## src/rtl/fb_stream_vport.sv

```systemverilog
// Framebuffer stream to raster video port: pixel FIFO, raster timing
// generator and frame-lock state machine feeding the DVI serializer.
module fb_stream_vport #(
  parameter int H_ACTIVE   = 640,
  parameter int H_FP       = 16,
  parameter int H_SYNC     = 96,
  parameter int H_BP       = 48,
  parameter int V_ACTIVE   = 480,
  parameter int V_FP       = 10,
  parameter int V_SYNC     = 2,
  parameter int V_BP       = 33,
  parameter int SYNC_POL   = 0,
  parameter int FIFO_DEPTH = 16
) (
  input  logic        iCLK,
  input  logic        iRESETn,
  input  logic [30:0] iFB_DATA,
  input  logic        iFB_DV,
  input  logic        iFB_START,
  output logic        oFB_READY,
  input  logic        iCLR_ERR,
  output logic [7:0]  oRED,
  output logic [7:0]  oGRN,
  output logic [7:0]  oBLU,
  output logic        oHS,
  output logic        oVS,
  output logic        oDE,
  output logic        oLOCKED,
  output logic        oUNDERFLOW
);

  localparam int H_TOTAL = H_ACTIVE + H_FP + H_SYNC + H_BP;
  localparam int V_TOTAL = V_ACTIVE + V_FP + V_SYNC + V_BP;
  localparam int HW = $clog2(H_TOTAL + 1);
  localparam int VW = $clog2(V_TOTAL + 1);
  localparam int AW = $clog2(FIFO_DEPTH);
  localparam int LW = AW + 1;

  localparam logic POL = (SYNC_POL != 0);

  localparam logic [HW-1:0] H_ACT  = HW'(H_ACTIVE);
  localparam logic [HW-1:0] HS_BEG = HW'(H_ACTIVE + H_FP);
  localparam logic [HW-1:0] HS_END = HW'(H_ACTIVE + H_FP + H_SYNC);
  localparam logic [HW-1:0] H_LAST = HW'(H_TOTAL - 1);
  localparam logic [VW-1:0] V_ACT  = VW'(V_ACTIVE);
  localparam logic [VW-1:0] VS_BEG = VW'(V_ACTIVE + V_FP);
  localparam logic [VW-1:0] VS_END = VW'(V_ACTIVE + V_FP + V_SYNC);
  localparam logic [VW-1:0] V_LAST = VW'(V_TOTAL - 1);
  localparam logic [LW-1:0] FULL   = LW'(FIFO_DEPTH);

  localparam logic [1:0] SEEK   = 2'd0;
  localparam logic [1:0] FILL   = 2'd1;
  localparam logic [1:0] RUN    = 2'd2;
  localparam logic [1:0] RESYNC = 2'd3;

  logic [HW-1:0] hcnt;
  logic [VW-1:0] vcnt;
  logic [1:0]    state;
  logic [1:0]    state_n;

  logic [15:0]   mem [FIFO_DEPTH];
  logic [AW-1:0] wr_ptr;
  logic [AW-1:0] rd_ptr;
  logic [LW-1:0] level;
  logic [15:0]   head;

  logic h_wrap;
  logic active;
  logic origin;
  logic hs_on;
  logic vs_on;
  logic empty;
  logic push;
  logic pop;
  logic flush;
  logic shown;
  logic underrun;
  logic unused_bits;

  assign unused_bits = ^iFB_DATA[30:15];

  assign h_wrap = (hcnt == H_LAST);
  assign active = (hcnt < H_ACT) && (vcnt < V_ACT);
  assign origin = (hcnt == '0) && (vcnt == '0);
  assign hs_on  = (hcnt >= HS_BEG) && (hcnt < HS_END);
  assign vs_on  = (vcnt >= VS_BEG) && (vcnt < VS_END);

  assign head  = mem[rd_ptr];
  assign empty = (level == '0);

  assign oFB_READY = iRESETn && ((state == SEEK) || (level < FULL));

  always_comb begin
    push     = 1'b0;
    pop      = 1'b0;
    flush    = 1'b0;
    shown    = 1'b0;
    underrun = 1'b0;
    state_n  = state;
    unique case (state)
      SEEK: begin
        if (iFB_DV && iFB_START) begin
          push    = 1'b1;
          state_n = FILL;
        end
      end
      FILL: begin
        push = iFB_DV && oFB_READY;
        if (origin) begin
          pop     = 1'b1;
          shown   = 1'b1;
          state_n = RUN;
        end
      end
      RUN: begin
        push = iFB_DV && oFB_READY;
        if (active) begin
          // frame start must coincide exactly with the raster origin
          if (empty) begin
            underrun = 1'b1;
            state_n  = RESYNC;
          end else if (head[15] != origin) begin
            state_n = RESYNC;
          end else begin
            pop   = 1'b1;
            shown = 1'b1;
          end
        end
      end
      RESYNC: begin
        flush   = 1'b1;
        state_n = SEEK;
      end
      default: state_n = SEEK;
    endcase
  end

  always_ff @(posedge iCLK) begin
    if (push) begin
      mem[wr_ptr] <= {iFB_START, iFB_DATA[14:0]};
    end
  end

  always_ff @(posedge iCLK or negedge iRESETn) begin
    if (!iRESETn) begin
      hcnt       <= '0;
      vcnt       <= '0;
      state      <= SEEK;
      wr_ptr     <= '0;
      rd_ptr     <= '0;
      level      <= '0;
      oRED       <= 8'd0;
      oGRN       <= 8'd0;
      oBLU       <= 8'd0;
      oDE        <= 1'b0;
      oHS        <= ~POL;
      oVS        <= ~POL;
      oLOCKED    <= 1'b0;
      oUNDERFLOW <= 1'b0;
    end else begin
      hcnt <= h_wrap ? '0 : hcnt + 1'b1;
      if (h_wrap) begin
        vcnt <= (vcnt == V_LAST) ? '0 : vcnt + 1'b1;
      end
      state   <= state_n;
      oLOCKED <= (state_n == RUN);

      if (flush) begin
        wr_ptr <= '0;
        rd_ptr <= '0;
        level  <= '0;
      end else begin
        if (push) wr_ptr <= wr_ptr + 1'b1;
        if (pop)  rd_ptr <= rd_ptr + 1'b1;
        level <= level + LW'(push) - LW'(pop);
      end

      oDE <= active;
      oHS <= hs_on ? POL : ~POL;
      oVS <= vs_on ? POL : ~POL;
      oRED <= shown ? {head[14:10], head[14:12]} : 8'd0;
      oGRN <= shown ? {head[9:5], head[9:7]} : 8'd0;
      oBLU <= shown ? {head[4:0], head[4:2]} : 8'd0;

      if (underrun) begin
        oUNDERFLOW <= 1'b1;
      end else if (iCLR_ERR) begin
        oUNDERFLOW <= 1'b0;
      end
    end
  end

endmodule

```

## config.mk

```make
export PLATFORM = sky130hd
export DESIGN_NAME = fb_stream_vport
export DESIGN_NICKNAME = d
export VERILOG_FILES = /design/src/rtl/fb_stream_vport.sv
export SDC_FILE = /design/constraint.sdc
export NUM_CORES = 1
export LEC_CHECK = 0
export BUFFER_PORTS_ARGS = -buffer_cell sky130_fd_sc_hd__buf_4
export CAP_MARGIN = 20
export CORE_MARGIN = 8
export CORE_UTILIZATION = 35
export CTS_CLUSTER_DIAMETER = 100
export CTS_CLUSTER_SIZE = 16
export DETAILED_ROUTE_END_ITERATION = 10
export GPL_ROUTABILITY_DRIVEN = 0
export PLACE_DENSITY = 0.59
export SLEW_MARGIN = 15
export SYNTH_ARGS = -nofsm -noshare
export SYNTH_HDL_FRONTEND = slang
export SYNTH_SLANG_ARGS = --single-unit
```

## constraint.sdc

```tcl
create_clock -name iCLK -period 8.7 [get_ports iCLK]
set_input_delay 1.305 -clock iCLK [delete_from_list [all_inputs] [get_ports iCLK]]
set_output_delay 1.305 -clock iCLK [all_outputs]
set_load 0.05 [all_outputs]
```

**Word level (Yosys, flattened, before mapping)**

Memories as Yosys holds them, arrays and structs flattened.
Index checks and enable logic that the tools add are counted.

- Output and inout bits: 30
- Logic and storage cells: 84
- Bits in writable memories: 256
- Memories kept: 1
- Flip-flop bits (word level): 64
- Bits of input ports: 36

- Equal/unequal tests: 7
- Reduce and logical (&&, ||, !) cells: 16
- $add $sub $neg: 6
- Multiplexer cells: 33
- Order comparisons: 7

Memories:

| memory | depth | bits a word | read ports | clocked after memory_dff | wr ports | line | source |
|---|---|---|---|---|---|---|---|
| mem | 16 | 16 | 1 | 0 | 1 | 61 | `logic [15:0] mem [FIFO_DEPTH];` |

Operators by type and width:

| operator | number |
|---|---|
| two-way mux 8 bit | 3 |
| adder 10 x 1 -> 10 bit, second input constant | 2 |
| equality test 10 bit, second input constant | 2 |
| logical NOT 10 bit | 2 |
| less-than comparator 10 bit, second input constant | 2 |
| less-than comparator 10 x 9 -> 1 bit, second input constant | 2 |
| two-way mux 10 bit | 2 |
| two-way mux 4 bit | 4 |
| two-way mux 1 bit | 15 |
| greater-or-equal comparator 10 bit, second input constant | 1 |
| greater-or-equal comparator 10 x 9 -> 1 bit, second input constant | 1 |
| two-way mux 2 bit | 5 |
| adder 4 x 1 -> 4 bit, second input constant | 2 |
| one-hot mux 2 bit (4 select lines) | 1 |
| logical AND 1 bit | 7 |
| equality test 2 bit, second input constant | 3 |
| nonzero test 2 bit | 3 |
| adder 5 x 1 -> 5 bit | 1 |
| logical NOT 5 bit | 1 |
| less-than comparator 5 bit, second input constant | 1 |
| two-way mux 5 bit | 1 |
| subtractor 5 x 1 -> 5 bit | 1 |
| one-hot mux 1 bit (2 select lines) | 2 |
| equality test 2 x 1 -> 1 bit, second input constant | 1 |
| other kinds (4) | 4 |

**Longest topological paths before layout**

Gate-level depths: netlist (run 1).

- Depth after elaboration: 9
- Depth in mapped cells: 18
- Mapped depth without buffers: 18

**Worst setup path before layout (run 1)**

OpenSTA, ideal clock, no wires.

- Kind: input-to-output
- Start: input iRESETn
- End: output oFB_READY
- Arrival time: 2.444 ns
- Required time: 7.395 ns
- Cell stages on the path: 1
- Path slack: 4.951 ns
- Buffers on the path: 0
- Cells stage by stage: a21boi_0

- Cells in the longest elaborated chain, start to end: 1

RTL lines:

| item | line | source |
|---|---|---|
| start: declaration | 16 | `input logic iRESETn,` |
| logical AND 1 bit | 91 | `assign oFB_READY = iRESETn && ((state == SEEK) \|\| (level < FULL));` |
| end: declaration | 20 | `output logic oFB_READY,` |

No other way between the ends.

**Worst setup path after layout (run 1)**

- Start: register rd_ptr[0]
- End: register level[4]

- Cells in the longest elaborated chain, start to end: 8

RTL lines:

| item | line | source |
|---|---|---|
| start: declaration | 63 | `logic [AW-1:0] rd_ptr;` |
| start signal: assignment | 174 | `if (pop) rd_ptr <= rd_ptr + 1'b1;` |
| memory (16 x 16 bit) | n/a |  |
| != test 1 bit | 122 | `end else if (head[15] != origin) begin` |
| two-way mux 1 bit | 122 |  |
| two-way mux 1 bit | 119 | `if (empty) begin` |
| two-way mux 1 bit | 117 | `if (active) begin` |
| one-hot mux 1 bit (2 select lines) | 100 | `unique case (state)` |
| subtractor 5 x 1 -> 5 bit | 175 | `level <= level + LW'(push) - LW'(pop);` |
| two-way mux 5 bit | 168 | `if (flush) begin` |
| end signal: assignment | 175 |  |
| end: declaration | 64 | `logic [LW-1:0] level;` |

No other way between the ends.
A chain may end at the register's enable or synchronous reset.

==> metrics.csv, run 1 <==
stage,metric,value,unit
status,status,completed,
power,p_sw,812,µW
power,intPower,2.43,mW
clock_tree,ctsResizeCount,0,
logic_synthesis,synth_xor_area_share,1.11,%
global_routing,grt_pass1_vias,6884,
worst_setup_path,cpLargestDelayFamily,multiplexers,
layout,post-route-util,40.3,%
timing,whs,0.507,ns
worst_setup_path,critPathMaxStageDelay,0.75,ns
detailed_routing,first_pass_iters,5,
die,die_h,206,µm
logic_synthesis,synthTopCellsByArea,"edfxtp_1 (61%), dfrtp_1 (10%), mux4_2 (6.0%)",
logic_synthesis,synth_common_cells,"edfxtp_1 (256), mux2i_1 (66), nor2_1 (61)",
power,switching_share,25.1,%
detailed_routing,drtIter0Drc,389,
place,dp_hpwl,15.7,mm
clock_tree,post_cts_buffers,0,
logic_synthesis,syn-cell-area,0.0127,mm²
layout,drive_gt1_share,19.3,%
die,coreArea,0.0357,mm²
timing,grt_setup_unrepaired,false,
logic_synthesis,synth-compound-area-share,5.44,%
logic_synthesis,ys_ff_latch,311,
worst_setup_path,cp_slowest_cell,dfrtp_4,
clock_tree,cts-root-buf,clkbuf_16,
layout,diodes,0,
power,power_frac_seq,54.4,%
place,io_buffers,49,
logic_synthesis,synth_top_cell_by_area,edfxtp_1,
logic_synthesis,syn-num-nets,834,
clock_tree,clock_sinks,311,
layout,nNetsFinal,890,
worst_setup_path,required,9.15,ns
logic_synthesis,synth_fa_ha_area_share,2.03,%
worst_setup_path,crit_buf_inv,5,
logic_synthesis,synth_top_area_share,60.6,%
flow_run,max_cap_violations,0,
die,start_util,35.6,%
worst_setup_path,cp-end-kind,flip-flop,
power,combPwrFrac,14.4,%
logic_synthesis,yosys_warnings,0,
detailed_routing,drc,0,
worst_setup_path,worst_r2r_path_depth,17,
logic_synthesis,synthFlopType,edfxtp_1,
logic_synthesis,avgSynthCellArea,16.3,µm²
detailed_routing,drt-wirelength-per-cell,20.3,µm
global_routing,antenna_found_initial,0,
timing,period_share,57.7,%
die,num_rows,69,
logic_synthesis,yosysSeqAreaShare,71.5,%
detailed_routing,ant_nets,0,
worst_setup_path,critical_path.most_common_cell,inv_1,
power,peakVddDrop,0.000174,V
logic_synthesis,yosys.area_share.simple,6.15,%
layout,syn_to_final_growth,13.4,%
worst_setup_path,cp.arrival,5.47,ns
worst_hold_path,hp-class,reg -> reg,
worst_hold_path,hold_depth,1,
timing,timing.fmax,199,MHz
global_routing,grt_start_max_net_pins,59,
clock_tree,cts.htree.levels,1,
timing,finalSetupTns,0,ns
logic_synthesis,synth_most_common_cell,edfxtp_1,
timing,finalClockSkew,0.0227,ns
logic_synthesis,async_reset_ff_share,17.7,%
logic_synthesis,synth_edf_count,256,
logic_synthesis,synth_cell_types,54,
worst_setup_path,start_kind,flip-flop,
power,p_per_area,225,mW/mm²
worst_setup_path,crit_path_max_fanout,34,
detailed_routing,viasPerCell,5.11,
global_routing,grtUsageTotal,12.6,%
clock_tree,clk_pin_slew,0.08,ns
logic_synthesis,muxShareOfSynthArea,11.5,%
global_routing,grt_pass1_wl,40.9,mm
timing,tightest_slew,1.10,ns
die,die_x,206,µm
clock_tree,clock_latency,0.54,ns
power,clkPwrFrac,31.2,%
global_routing,grt-ovfl-total,0,
worst_setup_path,critPathKind,reg -> reg,
clock_tree,hold_buffers,0,
timing,finalHoldViolCount,0,
timing,worst_slack,3.68,ns
clock_tree,cts_tree,built,
die,die_area,0.0426,mm²
worst_setup_path,path_cells,buf_4 > mux4_2 > mux2i_1 > mux2i_1 > mux2_4 > o21ai_4 > inv_2 > ha_1 > inv_1 > ha_1 > inv_1 > fa_1 > inv_1 > a21oi_1 > nor2_1 > or3_1 > a21oi_1,
layout,final_cells,1312,
timing,slew_headroom,26.3,%
timing,finalSetupViolCount,0,
die,io-pin-count,66,
timing,maxSlewViolCount,0,
place,dp_cells,1267,
detailed_routing,vias,6701,
worst_setup_path,path_depth,17,
place,place_ws,3.62,ns
timing,fin_crit,5.02,ns
power,p_leak,4.93,nW
clock_tree,cts_buffer_depth,3,
detailed_routing,drt_wl_total,26.6,mm
logic_synthesis,syn_inst,778,
logic_synthesis,synth_top_family_by_area,multiplexers,
clock_tree,numCtsBuffers,23,
-- area by class of cell --
type                       count  area [µm²]
tap                          461         577
fill                        3199       21300
inverter                      19        71.3
clock buffer                  40         661
sequential                   311        9070
timing repair buffer          75         593
multi-input combinational    404        3370
clock inverter                 2        27.5
-- worst paths after layout --
| check | startpoint | to | slack, ns |
|---|---|---|---|
| worst min-delay path | vcnt[8]$_DFFE_PN0N_ | vcnt[8]$_DFFE_PN0N_ | 0.51 |
| worst min register to register | vcnt[8]$_DFFE_PN0N_ | vcnt[8]$_DFFE_PN0N_ | 0.51 |
| min in group asynchronous | iRESETn | level[3]$_DFF_PN0_ | 0.88 |
| worst max register to register | rd_ptr[0]$_DFFE_PN0P_ | level[4]$_DFF_PN0_ | 3.68 |
| worst max-delay path | rd_ptr[0]$_DFFE_PN0P_ | level[4]$_DFF_PN0_ | 3.68 |
| max in group asynchronous | iRESETn | rd_ptr[0]$_DFFE_PN0P_ | 7.21 |
-- power groups by stage --
stage	logic, mW	clock network (mW)	registers, mW
3_3_place_gp	0.461	0	1.79
3_5_place_dp	0.473	0	1.80
4_1_cts	0.475	1.04	1.76
2_1_floorplan	0.356	0	1.76
5_1_grt	0.521	1.10	1.77
6_report	0.467	1.01	1.76
-- flip-flops by register name (all words and copies together), names as in the netlist, 2 cells and up --
register and cells:
mem 256, state 2, vcnt 10, oGRN 5, rd_ptr 4, wr_ptr 4
hcnt 10, oBLU 5, oRED 5, level 5
-- layout by cell type (no fill, tap or decap), types with 2 or more instances in the layout --
cell	n
dfrtp_1	51
nor2_1	49
dfstp_2	2
nor4b_1	2
clkbuf_16	24
a21oi_1	14
mux2i_1	66
nor2b_1	3
o311ai_0	2
buf_4	71
o22a_1	2
a31oi_1	2
nor3_1	4
clkbuf_1	16
and4_1	3
a211oi_1	16
xor2_1	8
or4b_2	2
nor2_2	12
o221ai_1	15
o21ai_0	27
buf_8	4
mux4_2	34
nand2b_1	10
inv_1	18
nor3_2	4
xnor2_1	8
nand4_1	4
or3_1	5
or4_1	2
ha_1	19
mux2_4	2
or4_4	2
edfxtp_1	256
o22ai_1	16
nand2_1	43
nand3_1	11
-- metal layers --
layer / wire length [µm] / GRT usage [%] / vias to the layer above
met3: 1110 / 1.91 / 35
met1: 12000 / 16.7 / 3419
met4: 518 / 3.21 / 0
met5: 0 / 0 / -
li1: - / - / 3110
met2: 13000 / 21.5 / 137
-- metrics by stage --
step / instance area, µm² / total power, mW
after floorplan: 12700 / 2.12
after global routing: 14400 / 3.39
after detailed placement: 13700 / 2.27
after CTS: 14400 / 3.28
final: 14400 / 3.24
after global placement: 13600 / 2.25
-- cell families after synthesis --
logic type | after synthesis
flops | 311
fa+ha+maj | 20
compound gates | 103
mux | 102
xor+xnor | 16
buf+inv | 63
simple gates | 163
Power figures use the tool's default switching activity.
==> run 2: changes to the inputs <==
- ABC_AREA: unset -> 1
- PLACE_DENSITY: 0.59 -> 0.58
- clock period: 8.7 -> 5.2 ns (I/O delays scaled with it)
==> run 2 against run 1 <==
  * Combinational power grew to 3.3 times the previous value
  * Utilization is 0.53 points lower
  * Register-to-register slack worse by 2.4 ns
  * Sequential share of layout area is 0.83 points lower
  * Synthesized area is 2.5% higher
  * Worst setup slack worse by 2.4 ns
  * Critical path type unchanged
  * Highest routed layer unchanged
==> metrics.csv, run 2 <==
stage,metric,value,unit,change
logic_synthesis,syn-num-nets,1112,,+33%
layout,syn_to_final_growth,12.1,%,
detailed_routing,first_pass_iters,5,,unchanged
clock_tree,hold_buffers,0,,unchanged
power,p_per_area,425,mW/mm²,+89%
timing,finalClockSkew,0.0170,ns,-0.00563 ns
global_routing,grt_pass1_wl,48.1,mm,+18%
logic_synthesis,async_reset_ff_share,17.7,%,unchanged
timing,finalSetupViolCount,0,,unchanged
worst_setup_path,crit_buf_inv,4,,-1
place,placed_area,0.0139,mm²,+1.7%
worst_setup_path,cp.arrival,4.34,ns,-1.13 ns
logic_synthesis,synth_edf_count,256,,unchanged
power,p_leak,5.42,nW,+9.8%
clock_tree,cts.htree.levels,1,,unchanged
worst_setup_path,cpLargestDelayFamily,simple AND/OR/NAND/NOR gates,,
layout,nNetsFinal,1158,,+30%
timing,finalSetupTns,0,ns,unchanged
logic_synthesis,avgSynthCellArea,12.3,µm²,-25%
global_routing,antenna_found_initial,1,,+1
layout,final_cell_area,0.0146,mm²,+1.3%
global_routing,grtUsageTotal,14.1,%,+1.5 points
layout,regArea,0.00907,mm²,about the same
worst_setup_path,critPathKind,reg -> reg,,
die,die_h,209,µm,+1.1%
logic_synthesis,synth_common_cells,"edfxtp_1 (256), nand2_1 (182), nor2_1 (100)",,
clock_tree,numCtsBuffers,23,,unchanged
detailed_routing,vias,8140,,+21%
logic_synthesis,synthTopCellsByArea,"edfxtp_1 (59%), dfrtp_1 (10%), nand2_1 (5.3%)",,
die,die_area,0.0435,mm²,+2.3%
clock_tree,clock_sinks,311,,unchanged
detailed_routing,drtIter0Drc,805,,+110%
detailed_routing,viasPerCell,5.13,,+0.36%
die,coreArea,0.0366,mm²,+2.7%
die,start_util,35.5,%,-0.073 points
clock_tree,clock_latency,0.54,ns,about the same
logic_synthesis,synth_cell_types,43,,-20%
worst_setup_path,critPathMaxStageDelay,0.73,ns,-0.02 ns
worst_setup_path,required,5.61,ns,-3.54 ns
clock_tree,ctsResizeCount,0,,unchanged
global_routing,grt-ovfl-total,0,,unchanged
timing,fin_crit,3.92,ns,-1.10 ns
detailed_routing,drt-wirelength-per-cell,19.8,µm,-2.4%
logic_synthesis,syn-cell-area,0.0130,mm²,+2.5%
timing,grt_setup_unrepaired,false,,
clock_tree,cts-root-buf,clkbuf_16,,
worst_setup_path,cp-end-kind,flip-flop,,
timing,slew_headroom,27.3,%,+1.0 points
power,peakVddDrop,0.000299,V,+72%
flow_run,max_cap_violations,0,,unchanged
status,status,completed,,
worst_hold_path,hp-class,in -> async,,
timing,maxSlewViolCount,0,,unchanged
place,dp_hpwl,18.2,mm,+16%
global_routing,grt_pass1_vias,7850,,+14%
logic_synthesis,synth_top_area_share,59.2,%,-1.5 points
layout,multi_input_area,0.00335,mm²,-0.63%
logic_synthesis,yosys_warnings,0,,unchanged
layout,drive_gt1_share,15.1,%,-4.2 points
timing,period_share,75.4,%,+18 points
clock_tree,post_cts_buffers,0,,unchanged
die,die_x,209,µm,+1.1%
detailed_routing,ant_nets,0,,unchanged
timing,tightest_slew,1.09,ns,-0.0106 ns
logic_synthesis,ys_ff_latch,311,,unchanged
clock_tree,cts_tree,built,,
detailed_routing,drt_wl_total,31.4,mm,+18%
layout,final_common_cell,edfxtp_1,,
timing,finalHoldViolCount,0,,unchanged
timing,timing.fmax,255,MHz,+28%
layout,reg.largest.list,"mem x256, hcnt x10, vcnt x10",,
worst_setup_path,crit_path_max_fanout,42,,+24%
logic_synthesis,syn_inst,1056,,+36%
logic_synthesis,synth_top_cell_by_area,edfxtp_1,,
worst_setup_path,cp_slowest_cell,dfrtp_4,,
layout,mostFrequentLayoutCells,"edfxtp_1 (256), nand2_1 (182), o21ai_0 (87)",,
die,io-pin-count,66,,unchanged
place,io_buffers,49,,unchanged
global_routing,grt_start_max_net_pins,85,,+44%
layout,largest_register_ffs,256,,unchanged
detailed_routing,drc,0,,unchanged
logic_synthesis,yosysSeqAreaShare,69.8,%,-1.7 points
clock_tree,clk_pin_slew,0.09,ns,about the same
layout,num-fill-cells,3464,,+8.3%
clock_tree,cts_buffer_depth,3,,unchanged
logic_synthesis,synthFlopType,edfxtp_1,,
worst_setup_path,path_cells,buf_4 > nor2_1 > nor2_1 > o21ai_1 > nand3_1 > nand2_1 > nand2_1 > nand2_2 > nand4_2 > nand2_4 > nand2_4 > inv_1 > ha_1 > inv_1 > ha_1 > inv_1 > fa_1 > nor3_1 > a211oi_1 > xor2_1 > nor2_1,,
die,num_rows,70,,+1.4%
worst_setup_path,start_kind,flip-flop,,
logic_synthesis,synth_most_common_cell,edfxtp_1,,
layout,top_register,mem,,
run 2: report_power, final:
part,total [mW],internal [mW],switching [mW]
Sequential,2.94,2.83,0.105
Clock,1.70,0.847,0.854
Combinational,1.56,0.459,1.10
Total,6.19,4.14,2.06
run 2: final cells by class:
| type | instances | share of cell area [%] |
|---|---|---|
| clock inverters | 2 | 0.215 |
| multi-input cells | 611 | 23.0 |
| repair buffers | 80 | 4.12 |
| clock buffers | 40 | 4.39 |
| inverters | 75 | 1.94 |
| well taps | 468 | 4.02 |
| diodes | 1 | 0.0172 |
| flip-flops and latches | 311 | 62.3 |
run 2: cell families after synthesis:
family / share of synthesized area [%]
buffers and inverters: 4.74
xor gates and xnor gates: 0.742
DFF: 69.8
AOI/OAI and AO/OA: 9.43
adders and majority gates: 1.98
and+or+nand+nor: 13.3
run 2: worst paths after layout:
| kind | endpoint | cells after the start | from | slack, ns |
|---|---|---|---|---|
| max reg2reg | level[4]$_DFF_PN0_ | 21 | rd_ptr[0]$_DFFE_PN0P_ | 1.28 |
| max | level[4]$_DFF_PN0_ | 21 | rd_ptr[0]$_DFFE_PN0P_ | 1.28 |
| max in group asynchronous | rd_ptr[0]$_DFFE_PN0P_ | 2 | iRESETn | 4.22 |
| min reg2reg | hcnt[0]$_DFF_PN0_ | 1 | hcnt[0]$_DFF_PN0_ | 0.47 |
| min | wr_ptr[1]$_DFFE_PN0P_ | 2 | iRESETn | 0.41 |
| min in group iCLK | oUNDERFLOW$_DFFE_PN0P_ | 2 | iCLR_ERR | 0.43 |
run 2: metal layers:
metal / track usage [%] / vias up / wire [µm]
li1: - / 3821 / -
met3: 2.27 / 36 / 1860
met5: 0 / - / 0
met1: 21.0 / 4053 / 15100
met4: 2.79 / 0 / 559
met2: 21.6 / 230 / 13900
run 2: per-stage QoR:
step	hold WS (ns)	instances	power [mW]	setup WS, ns	util, %
finish	0.406	1588	6.19	1.28	39.8
global route	0.420	1587	6.51	1.00	39.8
CTS	0.419	1587	6.25	1.25	39.8
detailed placement	0.458	1545	4.55	1.26	37.9
global placement	0.457	1545	4.52	1.30	37.9
floorplan	0.432	1056	4.11	1.27	-
